[src/rtl/instr_encoder_pkg.sv]
// Shared encode/decode definitions: opcode map, class enum and field positions.
package instr_encoder_pkg;

  typedef enum logic [2:0] {
    OP_ADDI, OP_ALUI, OP_LOAD, OP_STORE, OP_LUI, OP_JAL, OP_BRANCH, OP_RSVD
  } op_cls_e;

  localparam logic [6:0] OPC_ADDI   = 7'h1B;
  localparam logic [6:0] OPC_ALUI   = 7'h13;
  localparam logic [6:0] OPC_LOAD   = 7'h03;
  localparam logic [6:0] OPC_STORE  = 7'h23;
  localparam logic [6:0] OPC_LUI    = 7'h38;
  localparam logic [6:0] OPC_JAL    = 7'h6F;
  localparam logic [6:0] OPC_BRANCH = 7'h63;

  localparam int RD_LSB  = 7;
  localparam int F3_LSB  = 12;
  localparam int RS1_LSB = 15;
  localparam int RS2_LSB = 20;

  typedef struct packed {
    logic [31:0] instr;
    logic        err;
  } enc_t;

  function automatic logic [6:0] opcode_of(input op_cls_e op);
    case (op)
      OP_ADDI:   return OPC_ADDI;
      OP_ALUI:   return OPC_ALUI;
      OP_LOAD:   return OPC_LOAD;
      OP_STORE:  return OPC_STORE;
      OP_LUI:    return OPC_LUI;
      OP_JAL:    return OPC_JAL;
      OP_BRANCH: return OPC_BRANCH;
      default:   return 7'h00;
    endcase
  endfunction

endpackage

[src/rtl/instr_encoder_if.sv]
// Request/response bundle between the encoder and its producer/consumer.
interface instr_encoder_if #(parameter int CNT_W = 8);
  logic             in_valid;
  logic             in_ready;
  logic [2:0]       in_op;
  logic [4:0]       in_rd;
  logic [4:0]       in_rs1;
  logic [4:0]       in_rs2;
  logic [2:0]       in_funct3;
  logic [31:0]      in_imm;
  logic             out_valid;
  logic             out_ready;
  logic [31:0]      out_instr;
  logic             out_err;
  logic [CNT_W-1:0] err_count;

  modport master (
    output in_valid, in_op, in_rd, in_rs1, in_rs2, in_funct3, in_imm, out_ready,
    input  in_ready, out_valid, out_instr, out_err, err_count
  );
  modport slave (
    input  in_valid, in_op, in_rd, in_rs1, in_rs2, in_funct3, in_imm, out_ready,
    output in_ready, out_valid, out_instr, out_err, err_count
  );
endinterface

[src/rtl/instr_encoder_pack.sv]
// Combinational field packer: class + operands -> instruction word and range error.
module instr_pack
  import instr_encoder_pkg::*;
(
  input  op_cls_e     op,
  input  logic [4:0]  rd,
  input  logic [4:0]  rs1,
  input  logic [4:0]  rs2,
  input  logic [2:0]  funct3,
  input  logic [31:0] imm,
  output logic [31:0] instr,
  output logic        err
);

  // Immediate fits when all bits above the encodable field equal its sign bit.
  logic ok11, ok12, ok20;
  assign ok11 = (&imm[31:11]) | ~(|imm[31:11]);
  assign ok12 = (&imm[31:12]) | ~(|imm[31:12]);
  assign ok20 = (&imm[31:20]) | ~(|imm[31:20]);

  always_comb begin
    instr = '0;
    err   = 1'b0;
    case (op)
      OP_ADDI, OP_ALUI, OP_LOAD: begin
        instr[31:20]          = imm[11:0];
        instr[RS1_LSB +: 5]   = rs1;
        instr[F3_LSB +: 3]    = funct3;
        instr[RD_LSB +: 5]    = rd;
        err                   = !ok11;
      end
      OP_STORE: begin
        instr[31:25]          = imm[11:5];
        instr[RS2_LSB +: 5]   = rs2;
        instr[RS1_LSB +: 5]   = rs1;
        instr[F3_LSB +: 3]    = funct3;
        instr[11:7]           = imm[4:0];
        err                   = !ok11;
      end
      OP_LUI: begin
        instr[31:12]          = imm[31:12];
        instr[RD_LSB +: 5]    = rd;
        err                   = |imm[11:0];
      end
      OP_JAL: begin
        instr[31]             = imm[20];
        instr[30:21]          = imm[10:1];
        instr[20]             = imm[11];
        instr[19:12]          = imm[19:12];
        instr[RD_LSB +: 5]    = rd;
        err                   = imm[0] | !ok20;
      end
      OP_BRANCH: begin
        instr[31]             = imm[12];
        instr[30:25]          = imm[10:5];
        instr[RS2_LSB +: 5]   = rs2;
        instr[RS1_LSB +: 5]   = rs1;
        instr[F3_LSB +: 3]    = funct3;
        instr[11:8]           = imm[4:1];
        instr[7]              = imm[11];
        err                   = imm[0] | !ok12;
      end
      default: err = 1'b1;
    endcase
    if (op != OP_RSVD) instr[6:0] = opcode_of(op);
  end

endmodule

[src/rtl/instr_encoder.sv]
// Encoder top: packs accepted requests into a small in-order output FIFO and counts errors.
module instr_encoder
  import instr_encoder_pkg::*;
#(
  parameter int DEPTH  = 2,
  parameter int CNT_W  = 8,
  parameter bit STRICT = 1'b0
) (
  input logic           clk,
  input logic           rst,
  instr_encoder_if.slave bus
);

  localparam int AW = $clog2(DEPTH);
  localparam int CW = AW + 1;
  localparam logic [CW-1:0] FULL = CW'(DEPTH);

  enc_t             enc;
  enc_t             mem_q [DEPTH];
  logic [AW-1:0]    wr_ptr_q, wr_ptr_d, rd_ptr_q, rd_ptr_d;
  logic [CW-1:0]    count_q, count_d;
  logic [CNT_W-1:0] err_cnt_q, err_cnt_d;
  logic             accept, push, pop;

  instr_pack u_pack (
    .op     (op_cls_e'(bus.in_op)),
    .rd     (bus.in_rd),
    .rs1    (bus.in_rs1),
    .rs2    (bus.in_rs2),
    .funct3 (bus.in_funct3),
    .imm    (bus.in_imm),
    .instr  (enc.instr),
    .err    (enc.err)
  );

  // in_ready depends on registered occupancy only, so a pop never frees a slot the same cycle.
  assign bus.in_ready  = (count_q != FULL);
  assign bus.out_valid = (count_q != '0);
  assign bus.out_instr = bus.out_valid ? mem_q[rd_ptr_q].instr : '0;
  assign bus.out_err   = bus.out_valid & mem_q[rd_ptr_q].err;
  assign bus.err_count = err_cnt_q;

  assign accept = bus.in_valid && bus.in_ready;
  assign push   = accept && !(STRICT && enc.err);
  assign pop    = bus.out_valid && bus.out_ready;

  always_comb begin
    wr_ptr_d  = wr_ptr_q + AW'(push);
    rd_ptr_d  = rd_ptr_q + AW'(pop);
    count_d   = count_q + CW'(push) - CW'(pop);
    err_cnt_d = err_cnt_q;
    if (accept && enc.err && (err_cnt_q != '1)) err_cnt_d = err_cnt_q + 1'b1;
  end

  always_ff @(posedge clk or posedge rst) begin
    if (rst) begin
      wr_ptr_q  <= '0;
      rd_ptr_q  <= '0;
      count_q   <= '0;
      err_cnt_q <= '0;
    end else begin
      wr_ptr_q  <= wr_ptr_d;
      rd_ptr_q  <= rd_ptr_d;
      count_q   <= count_d;
      err_cnt_q <= err_cnt_d;
    end
  end

  // Storage needs no reset: outputs are masked by out_valid.
  always_ff @(posedge clk) begin
    if (push) mem_q[wr_ptr_q] <= enc;
  end

endmodule

[src/flat_wrapper.sv]
// flat-port wrapper written by rule: the top's interface ports become plain ports
module instr_encoder_flat import instr_encoder_pkg::*;
#(
  parameter int DEPTH  = 2,
  parameter int CNT_W  = 8,
  parameter bit STRICT = 1'b0
)
  (clk, rst, bus_in_valid, bus_in_op, bus_in_rd, bus_in_rs1, bus_in_rs2, bus_in_funct3, bus_in_imm, bus_out_ready, bus_in_ready, bus_out_valid, bus_out_instr, bus_out_err, bus_err_count);
  instr_encoder_if #(.CNT_W(CNT_W)) bus_i ();
  input logic clk;
  input logic rst;
  input wire logic [$bits(bus_i.in_valid)-1:0] bus_in_valid;
  input wire logic [$bits(bus_i.in_op)-1:0] bus_in_op;
  input wire logic [$bits(bus_i.in_rd)-1:0] bus_in_rd;
  input wire logic [$bits(bus_i.in_rs1)-1:0] bus_in_rs1;
  input wire logic [$bits(bus_i.in_rs2)-1:0] bus_in_rs2;
  input wire logic [$bits(bus_i.in_funct3)-1:0] bus_in_funct3;
  input wire logic [$bits(bus_i.in_imm)-1:0] bus_in_imm;
  input wire logic [$bits(bus_i.out_ready)-1:0] bus_out_ready;
  output wire logic [$bits(bus_i.in_ready)-1:0] bus_in_ready;
  output wire logic [$bits(bus_i.out_valid)-1:0] bus_out_valid;
  output wire logic [$bits(bus_i.out_instr)-1:0] bus_out_instr;
  output wire logic [$bits(bus_i.out_err)-1:0] bus_out_err;
  output wire logic [$bits(bus_i.err_count)-1:0] bus_err_count;
  assign bus_i.in_valid = bus_in_valid;
  assign bus_i.in_op = bus_in_op;
  assign bus_i.in_rd = bus_in_rd;
  assign bus_i.in_rs1 = bus_in_rs1;
  assign bus_i.in_rs2 = bus_in_rs2;
  assign bus_i.in_funct3 = bus_in_funct3;
  assign bus_i.in_imm = bus_in_imm;
  assign bus_i.out_ready = bus_out_ready;
  assign bus_in_ready = bus_i.in_ready;
  assign bus_out_valid = bus_i.out_valid;
  assign bus_out_instr = bus_i.out_instr;
  assign bus_out_err = bus_i.out_err;
  assign bus_err_count = bus_i.err_count;
  instr_encoder #(.DEPTH(DEPTH), .CNT_W(CNT_W), .STRICT(STRICT)) u_core (.clk(clk), .rst(rst), .bus(bus_i));
endmodule
[config.mk]
export PLATFORM = sky130hd
export DESIGN_NAME = instr_encoder_flat
export DESIGN_NICKNAME = d
export VERILOG_FILES = /design/src/rtl/instr_encoder_pkg.sv /design/src/rtl/instr_encoder_if.sv /design/src/rtl/instr_encoder_pack.sv /design/src/rtl/instr_encoder.sv /design/src/flat_wrapper.sv
export SDC_FILE = /design/constraint.sdc
export NUM_CORES = 1
export LEC_CHECK = 0
export ABC_AREA = 1
export CORE_MARGIN = 2
export CORE_UTILIZATION = 46
export CTS_CLUSTER_DIAMETER = 30
export DETAILED_ROUTE_END_ITERATION = 16
export GPL_TIMING_DRIVEN = 1
export PLACE_DENSITY = 0.76
export SLEW_MARGIN = 20
export SYNTH_ARGS = -nofsm -noshare
export SYNTH_HDL_FRONTEND = slang
export SYNTH_SLANG_ARGS = --single-unit
[constraint.sdc]
create_clock -name clk -period 2.9 [get_ports clk]
set_input_delay 0.435 -clock clk [delete_from_list [all_inputs] [get_ports clk]]
set_output_delay 0.435 -clock clk [all_outputs]
set_load 0.005 [all_outputs]
==> results of run 1 <==
final cells by class:
| class | count | area share, % |
|---|---|---|
| Inverter | 39 | 2.84 |
| Clock buffer | 11 | 2.55 |
| Timing Repair Buffer | 107 | 20.7 |
| Multi-Input combinational cell | 296 | 27.2 |
| Tap cell | 105 | 2.55 |
| Sequential cell | 76 | 43.2 |
| Clock inverter | 5 | 0.997 |
logic make-up (layout without fill, tap and decap cells):
| family | Yosys count | after routing | synth area share [%] |
|---|---|---|---|
| compound gates | 68 | 68 | 9.55 |
| xor+xnor | 7 | 7 | 1.60 |
| fa+ha+maj | 5 | 5 | 1.63 |
| buf+inv | 55 | 162 | 5.70 |
| flops | 76 | 76 | 57.9 |
| simple gates | 216 | 216 | 23.7 |
worst register-to-register path: cells and delay by family, from the launching register on:
kind,cells,cell delay [ns]
AND/OR/NAND/NOR,2,0.66
flip-flops,1,0.43
buffers and inverters,1,0.04
XOR/XNOR,1,0.12
adder cells (fa/ha/maj),2,0.52
per-layer routing:
| layer | share of wire, % | global-route usage, % | wire length (microns) | vias up |
|---|---|---|---|---|
| li1 | - | - | - | 1626 |
| met1 | 42 | 29.2 | 4050 | 1615 |
| met2 | 50 | 38.4 | 4880 | 135 |
| met3 | 6.6 | 3.56 | 643 | 12 |
| met4 | 1.5 | 8.45 | 148 | 0 |
| met5 | 0 | 0 | 0 | - |
through the flow:
stage | cell area [sq um] | utilization [%] | hold WS, ns | std cells | setup WS [ns]
detailed placement | 4960 | 61.0 | 0.513 | 623 | 0.525
finish | 5150 | 63.3 | 0.386 | 639 | 0.354
floorplan | 3840 | - | 0.300 | 427 | 0.711
global route | 5150 | 63.3 | 0.420 | 639 | 0.187
global placement | 4960 | 61.0 | 0.510 | 623 | 0.587
CTS | 5150 | 63.3 | 0.394 | 639 | 0.335
flip-flops by register name (all words and copies together) (netlist names):
register and flops:
u_core.mem_q 64, u_core.bus.err_count 8, u_core.count_q 2, u_core.rd_ptr_q 1
u_core.wr_ptr_q 1
worst min-delay path by stage:
stage                                             start                             endpoint  slack [ns]  cells after the start
floorplan                                           rst  u_core.bus.err_count[0]$_DFFE_PP0P_        0.30                      1
global placement    u_core.bus.err_count[1]$_DFFE_PP0P_  u_core.bus.err_count[1]$_DFFE_PP0P_        0.51                      2
detailed placement  u_core.bus.err_count[1]$_DFFE_PP0P_  u_core.bus.err_count[1]$_DFFE_PP0P_        0.51                      2
CTS                                                 rst  u_core.bus.err_count[1]$_DFFE_PP0P_        0.39                      2
global route                                        rst  u_core.bus.err_count[1]$_DFFE_PP0P_        0.42                      2
finish                                              rst  u_core.bus.err_count[1]$_DFFE_PP0P_        0.39                      2
power by group through the flow:
stage,registers (W),clock network [W],logic (W)
3_5_place_dp,0.00164,0,0.00184
6_report,0.00162,0.000774,0.00182
5_1_grt,0.00164,0.000829,0.00203
2_1_floorplan,0.00162,0,0.000837
4_1_cts,0.00162,0.000784,0.00185
3_3_place_gp,0.00163,0,0.00179
layout by cell type, fill, tap and decap left out, types with 2 or more instances in the layout:
master / netlist / routed
nand2_2: 5 / 5
o21ai_1: 3 / 3
inv_1: 28 / 28
xnor2_1: 4 / 4
o21ai_0: 21 / 21
clkinv_1: 2 / 4
o211ai_1: 5 / 5
ha_1: 5 / 5
nor3_1: 3 / 3
nand3_2: 3 / 3
inv_2: 9 / 9
clkbuf_1: 13 / 2
nand3_1: 16 / 16
clkdlybuf4s50_1: 0 / 99
nor2_1: 33 / 32
xor2_1: 3 / 3
nand2_1: 144 / 144
buf_4: 1 / 7
a21oi_1: 35 / 35
edfxtp_1: 64 / 64
dfrtp_1: 12 / 12
o2111ai_1: 2 / 2
nand4_1: 7 / 7
clkbuf_8: 0 / 9
==> results.md, run 1 <==
- Outcome: finished, final reports clean
- Startpoint Class: register
- TritonCTS Buffers: 9
- FP Rows: 33
- Pwr dens: 819 nW/um^2
- Most common cell in the synthesized netlist: nand2_1
- Htree depth: 3
- Synth top area cells: edfxtp_1 (50%), nand2_1 (14%), dfrtp_1 (7.8%)
- Vias in the first global route: 3,217
- Crit path max fanout: 15
- Crit-path max cell delay: 0.51 ns
- Final Cycle Share: 87.8%
- GRT overflow: 0
- Crit. End Element: output port
- Starting density of the core: 47.2%
- DR vias/cell: 5.30
- Worst clock skew: 0.00927 ns
- Switch share: 32.9%
- Synth-to-Final Area Change: 34.1%
- EDFF count, synth: 64
- Post-layout nets: 591
- HP Class: in -> async
- Root Driver: clkbuf_8
- Antenna violations before repair: 0
- Fin. Hold Viols: 0
- Crit-path cells: nor2_2 > buf_4 > a21oi_1 > clkdlybuf4s50_1
- Post-route ant nets: 0
- CP top delay family: buffers and inverters
- Register area: 2220 sq um
- TritonRoute pass-1 iters: 4
- Mapped Cells: 427
- Post-synth cell types: 31
- Post-synth top cells: nand2_1 (144), edfxtp_1 (64), a21oi_1 (35)
- Syn nets: 489
- Post-DR wirelength/cell: 15.2 microns
- Worst r2r path cells: 6
- Post-synth top area share: 50.0%
- Multi-input logic area: 1400 sq um
- DR vias: 3,388
- Post-CTS Resized: 0
- CP endpoint: bus_out_instr[26]
- Maximum operating frequency: 393 MHz
- Number of max-cap violations: 0
- Initial DRC Count: 173
- First-pass GRT wire length: 15,400 microns
- Worst path required time: 2.47 ns
- DRC: 0
- Switching power: 0.00139 W
- Flop pwr share: 38.5%
- Core Area: 8130 sq um
- Clk slew on worst S/H paths: 0.08 ns
- Maximum VDD drop: 0.000349 V
- Clock share of power: 18.3%
- Overall Global Routing Usage: 22.6%
- Synth Warn #: 0
- Top Ports: 100
- Main synth FF type: edfxtp_1
- Largest net degree at the start of global routing: 34
- Share of async-settable or async-resettable flops after synthesis: 15.8%
- Ratio of cells with drive above 1 in the final layout: 7.49%
- Dpl hpwl: 7150 microns
- Sequential share of the synthesized area: 57.9%
- # port buffers: 99
- Reg2reg start: u_core.count_q[1]$_DFF_PP0_
- Reg2reg end: u_core.count_q[1]$_DFF_PP0_
- Worst slew margin: 59.8%
- DIE WIDTH: 95.4 microns
- Post-route setup TNS: 0 ns
- Worst-margin pin slew: 0.602 ns
- Worst-case clock buffer depth: 2
- Arrival time worst endpoint: 2.11 ns
- Filler cells: 699
- Die area: 9090 sq um
- Crit Path Category: reg -> out
- FF-to-FF setup slack: 1.03 ns
- Post-synth top area cell: edfxtp_1
- CTS tree: built
- Drt total wl: 9720 microns
- Die Ht: 95.4 microns
- Post-Syn Area: 3840 sq um
- Crit path depth: 4
- Comb pwr share: 43.2%
- Int Pwr: 0.00283 W
- Worst-Skew Late Latency: 0.35 ns
- Total Power: 0.00422 W
- Leakage: 2.06 nW
- CTS Sinks: 76
- Hold buffers post-CTS: 0
- Min Tclk post-route: 2.55 ns
- Slowest cell on the critical path: nor2_2
- Worst setup path startpoint: u_core.count_q[1]$_DFF_PP0_
- N_diodes: 0
- Worst path bufs/invs: 2
- #FFs+latches synth: 76
- Final number of setup-violating endpoints: 0
- Syn avg cell area: 8.99 sq um
- Routability cong.: 0.916
- Max-slew violations: 0
- Setup repair after global routing missed its margin: no
- Post-CTS setup buffer count: 0
(Power assumes the default switching activity.)
==> run 2: changes to the inputs <==
--- a/config.mk
+++ b/config.mk
@@ -8,2 +8,3 @@
 export ABC_AREA = 1
+export ABC_CLOCK_PERIOD_IN_PS = 2900
 export CORE_MARGIN = 2
--- a/constraint.sdc
+++ b/constraint.sdc
@@ -3,2 +3,2 @@
 set_output_delay 0.435 -clock clk [all_outputs]
-set_load 0.005 [all_outputs]
+set_load 0.01 [all_outputs]
==> run 2 against run 1 <==
  * Core utilization fell by 0.062 points
  * Largest power group unchanged
  * Critical path depth is the same
  * Global-route usage down 0.66 points
  * First-iteration DRC count rose by 25%
  * Clock skew fell by 0.0017 ns
  * Via count increased by 0.89%
  * Clock power fell by 2%
  * Cell count increased by 0.16%
==> results.md, run 2 (synthesis gave the netlist of run 1 again) <==
- Final hold slack: 0.385 ns (was 0.386 ns)
- Worst-margin pin slew: 0.629 ns (was 0.602 ns)
- Max-slew violations: 0 (unchanged)
- Number of max-cap violations: 0 (unchanged)
- Top Ports: 100 (unchanged)
- Worst path bufs/invs: 2 (unchanged)
- Crit Path Category: reg -> out (unchanged)
- Post-route setup TNS: 0 ns (unchanged)
- Worst-Skew Late Latency: 0.34 ns (was 0.35 ns)
- Die area: 9090 sq um (unchanged)
- Most frequent cells in the layout: nand2_1 (144), clkdlybuf4s50_1 (99), edfxtp_1 (64), a21oi_1 (35), nor2_1 (32) (unchanged)
- Initial DRC Count: 216 (was 173)
- Startpoint Class: register (unchanged)
- Ratio of cells with drive above 1 in the final layout: 7.66% (was 7.49%)
- Post-DR wirelength/cell: 14.8 microns (was 15.2 microns)
- Starting density of the core: 47.2% (unchanged)
- Slowest cell on the critical path: nor2_2 (unchanged)
- TritonRoute pass-1 iters: 5 (was 4)
- CTS tree: built (unchanged)
- Outcome: finished, final reports clean (unchanged)
- Clk slew on worst S/H paths: 0.08 ns (about the same)
- Antenna violations before repair: 0 (unchanged)
- Routability cong.: 0.959 (was 0.916)
- Filler cells: 679 (was 699)
- Overall Global Routing Usage: 21.9% (was 22.6%)
- Crit path max fanout: 15 (unchanged)
- Final number of setup-violating endpoints: 0 (unchanged)
- Root Driver: clkbuf_8 (unchanged)
- DR vias/cell: 5.34 (was 5.30)
- Arrival time worst endpoint: 2.14 ns (was 2.11 ns)
- Worst-case clock buffer depth: 2 (unchanged)
- Min Tclk post-route: 2.57 ns (was 2.55 ns)
- Setup repair after global routing missed its margin: no (unchanged)
- DIE WIDTH: 95.4 microns (unchanged)
- FP Rows: 33 (unchanged)
- Largest net degree at the start of global routing: 34 (unchanged)
- Most common cell after layout, fill and taps aside: nand2_1 (unchanged)
- Vias in the first global route: 3,237 (was 3,217)
- Synth-to-Final Area Change: 33.9% (was 34.1%)
- Post-CTS setup buffer count: 0 (unchanged)
- Post-layout nets: 592 (was 591)
- GRT overflow: 0 (unchanged)
- Maximum operating frequency: 389 MHz (was 393 MHz)
- Pwr dens: 841 nW/um^2 (was 819 nW/um^2)
- First-pass GRT wire length: 15,000 microns (was 15,400 microns)
- Worst path required time: 2.47 ns (about the same)
- DR vias: 3,418 (was 3,388)
- Die Ht: 95.4 microns (unchanged)
- Leakage: 2.06 nW (about the same)
- Crit. End Element: output port (unchanged)
- N_diodes: 0 (unchanged)
- TritonCTS Buffers: 9 (unchanged)
- # port buffers: 99 (unchanged)
- Hold buffers post-CTS: 0 (unchanged)
- Crit-path max cell delay: 0.53 ns (was 0.51 ns)
- Maximum VDD drop: 0.000341 V (was 0.000349 V)
- CP top delay family: buffers and inverters (unchanged)
- Core Area: 8130 sq um (unchanged)
- Worst clock skew: 0.00755 ns (was 0.00927 ns)
- Final Cycle Share: 88.6% (was 87.8%)
- Fin. Hold Viols: 0 (unchanged)
- Dpl hpwl: 6990 microns (was 7150 microns)
- Crit-path cells: nor2_2 > buf_4 > a21oi_1 > clkdlybuf4s50_1 (unchanged)
- Drt total wl: 9490 microns (was 9720 microns)
- Max reg flops: 64 (unchanged)
- Post-route ant nets: 0 (unchanged)
- HP Class: in -> async (unchanged)
- DRC: 0 (unchanged)
- Htree depth: 3 (unchanged)
- CTS Sinks: 76 (unchanged)
- Post-CTS Resized: 0 (unchanged)
- Reg with most FFs: u_core.mem_q (unchanged)
- Worst slew margin: 58.0% (was 59.8%)
==> run 2: path summary, 6_finish.rpt <==
path	endpoint	cells past startpoint	slack [ns]	from
worst max-delay path	bus_out_instr[26]	4	0.33	u_core.count_q[1]$_DFF_PP0_
worst min-delay path	u_core.bus.err_count[1]$_DFFE_PP0P_	2	0.39	rst
worst max register to register	u_core.count_q[1]$_DFF_PP0_	6	0.96	u_core.count_q[1]$_DFF_PP0_
worst min register to register	u_core.bus.err_count[5]$_DFFE_PP0P_	2	0.55	u_core.bus.err_count[5]$_DFFE_PP0P_
max in group asynchronous	u_core.rd_ptr_q$_DFF_PP0_	2	2.20	rst
min in group clk	u_core.bus.err_count[5]$_DFFE_PP0P_	2	0.55	u_core.bus.err_count[5]$_DFFE_PP0P_
==> run 2: layout make-up <==
| type | instances | area, sq um | share of cell area (%) |
|---|---|---|---|
| sequential | 76 | 2220 | 43.2 |
| inverter | 39 | 146 | 2.85 |
| tap | 105 | 131 | 2.55 |
| timing repair buffer | 108 | 1060 | 20.6 |
| clock buffer | 11 | 131 | 2.55 |
| clock inverter | 5 | 51.3 | 0.998 |
| multi-input combinational | 296 | 1400 | 27.3 |
==> run 2: report_power, final <==
| group | switching (W) | internal [W] |
|---|---|---|
| combinational | 0.00103 | 0.000920 |
| clock | 0.000361 | 0.000394 |
| sequential | 0.000108 | 0.00151 |
| total | 0.00150 | 0.00283 |
==> run 2: worst register-to-register path: cells and delay by family (launching register included) <==
family | cells | cell delay, ns
flip-flops | 1 | 0.42
buffers and inverters | 1 | 0.04
XOR/XNOR | 1 | 0.12
adder cells (fa/ha/maj) | 2 | 0.52
AND/OR/NAND/NOR | 2 | 0.72
==> run 2: layer usage <==
metal	GRT usage, %	wire [microns]	up-vias
met1	29.3	4000	1627
li1	-	-	1635
met4	9.66	218	0
met5	0	0	-
met2	35.7	4640	138
met3	3.24	636	18
==> run 2: metrics by stage <==
stage,utilization (%),instances,instance area (sq um),setup slack (ns),power [W]
3_3_place_gp,61.0,624,4960,0.595,0.00355
4_1_cts,63.2,640,5140,0.311,0.00436
2_1_floorplan,-,427,3840,0.711,0.00259
6_report,63.2,640,5140,0.329,0.00432
3_5_place_dp,61.0,624,4960,0.523,0.00360
5_1_grt,63.2,640,5140,0.198,0.00459
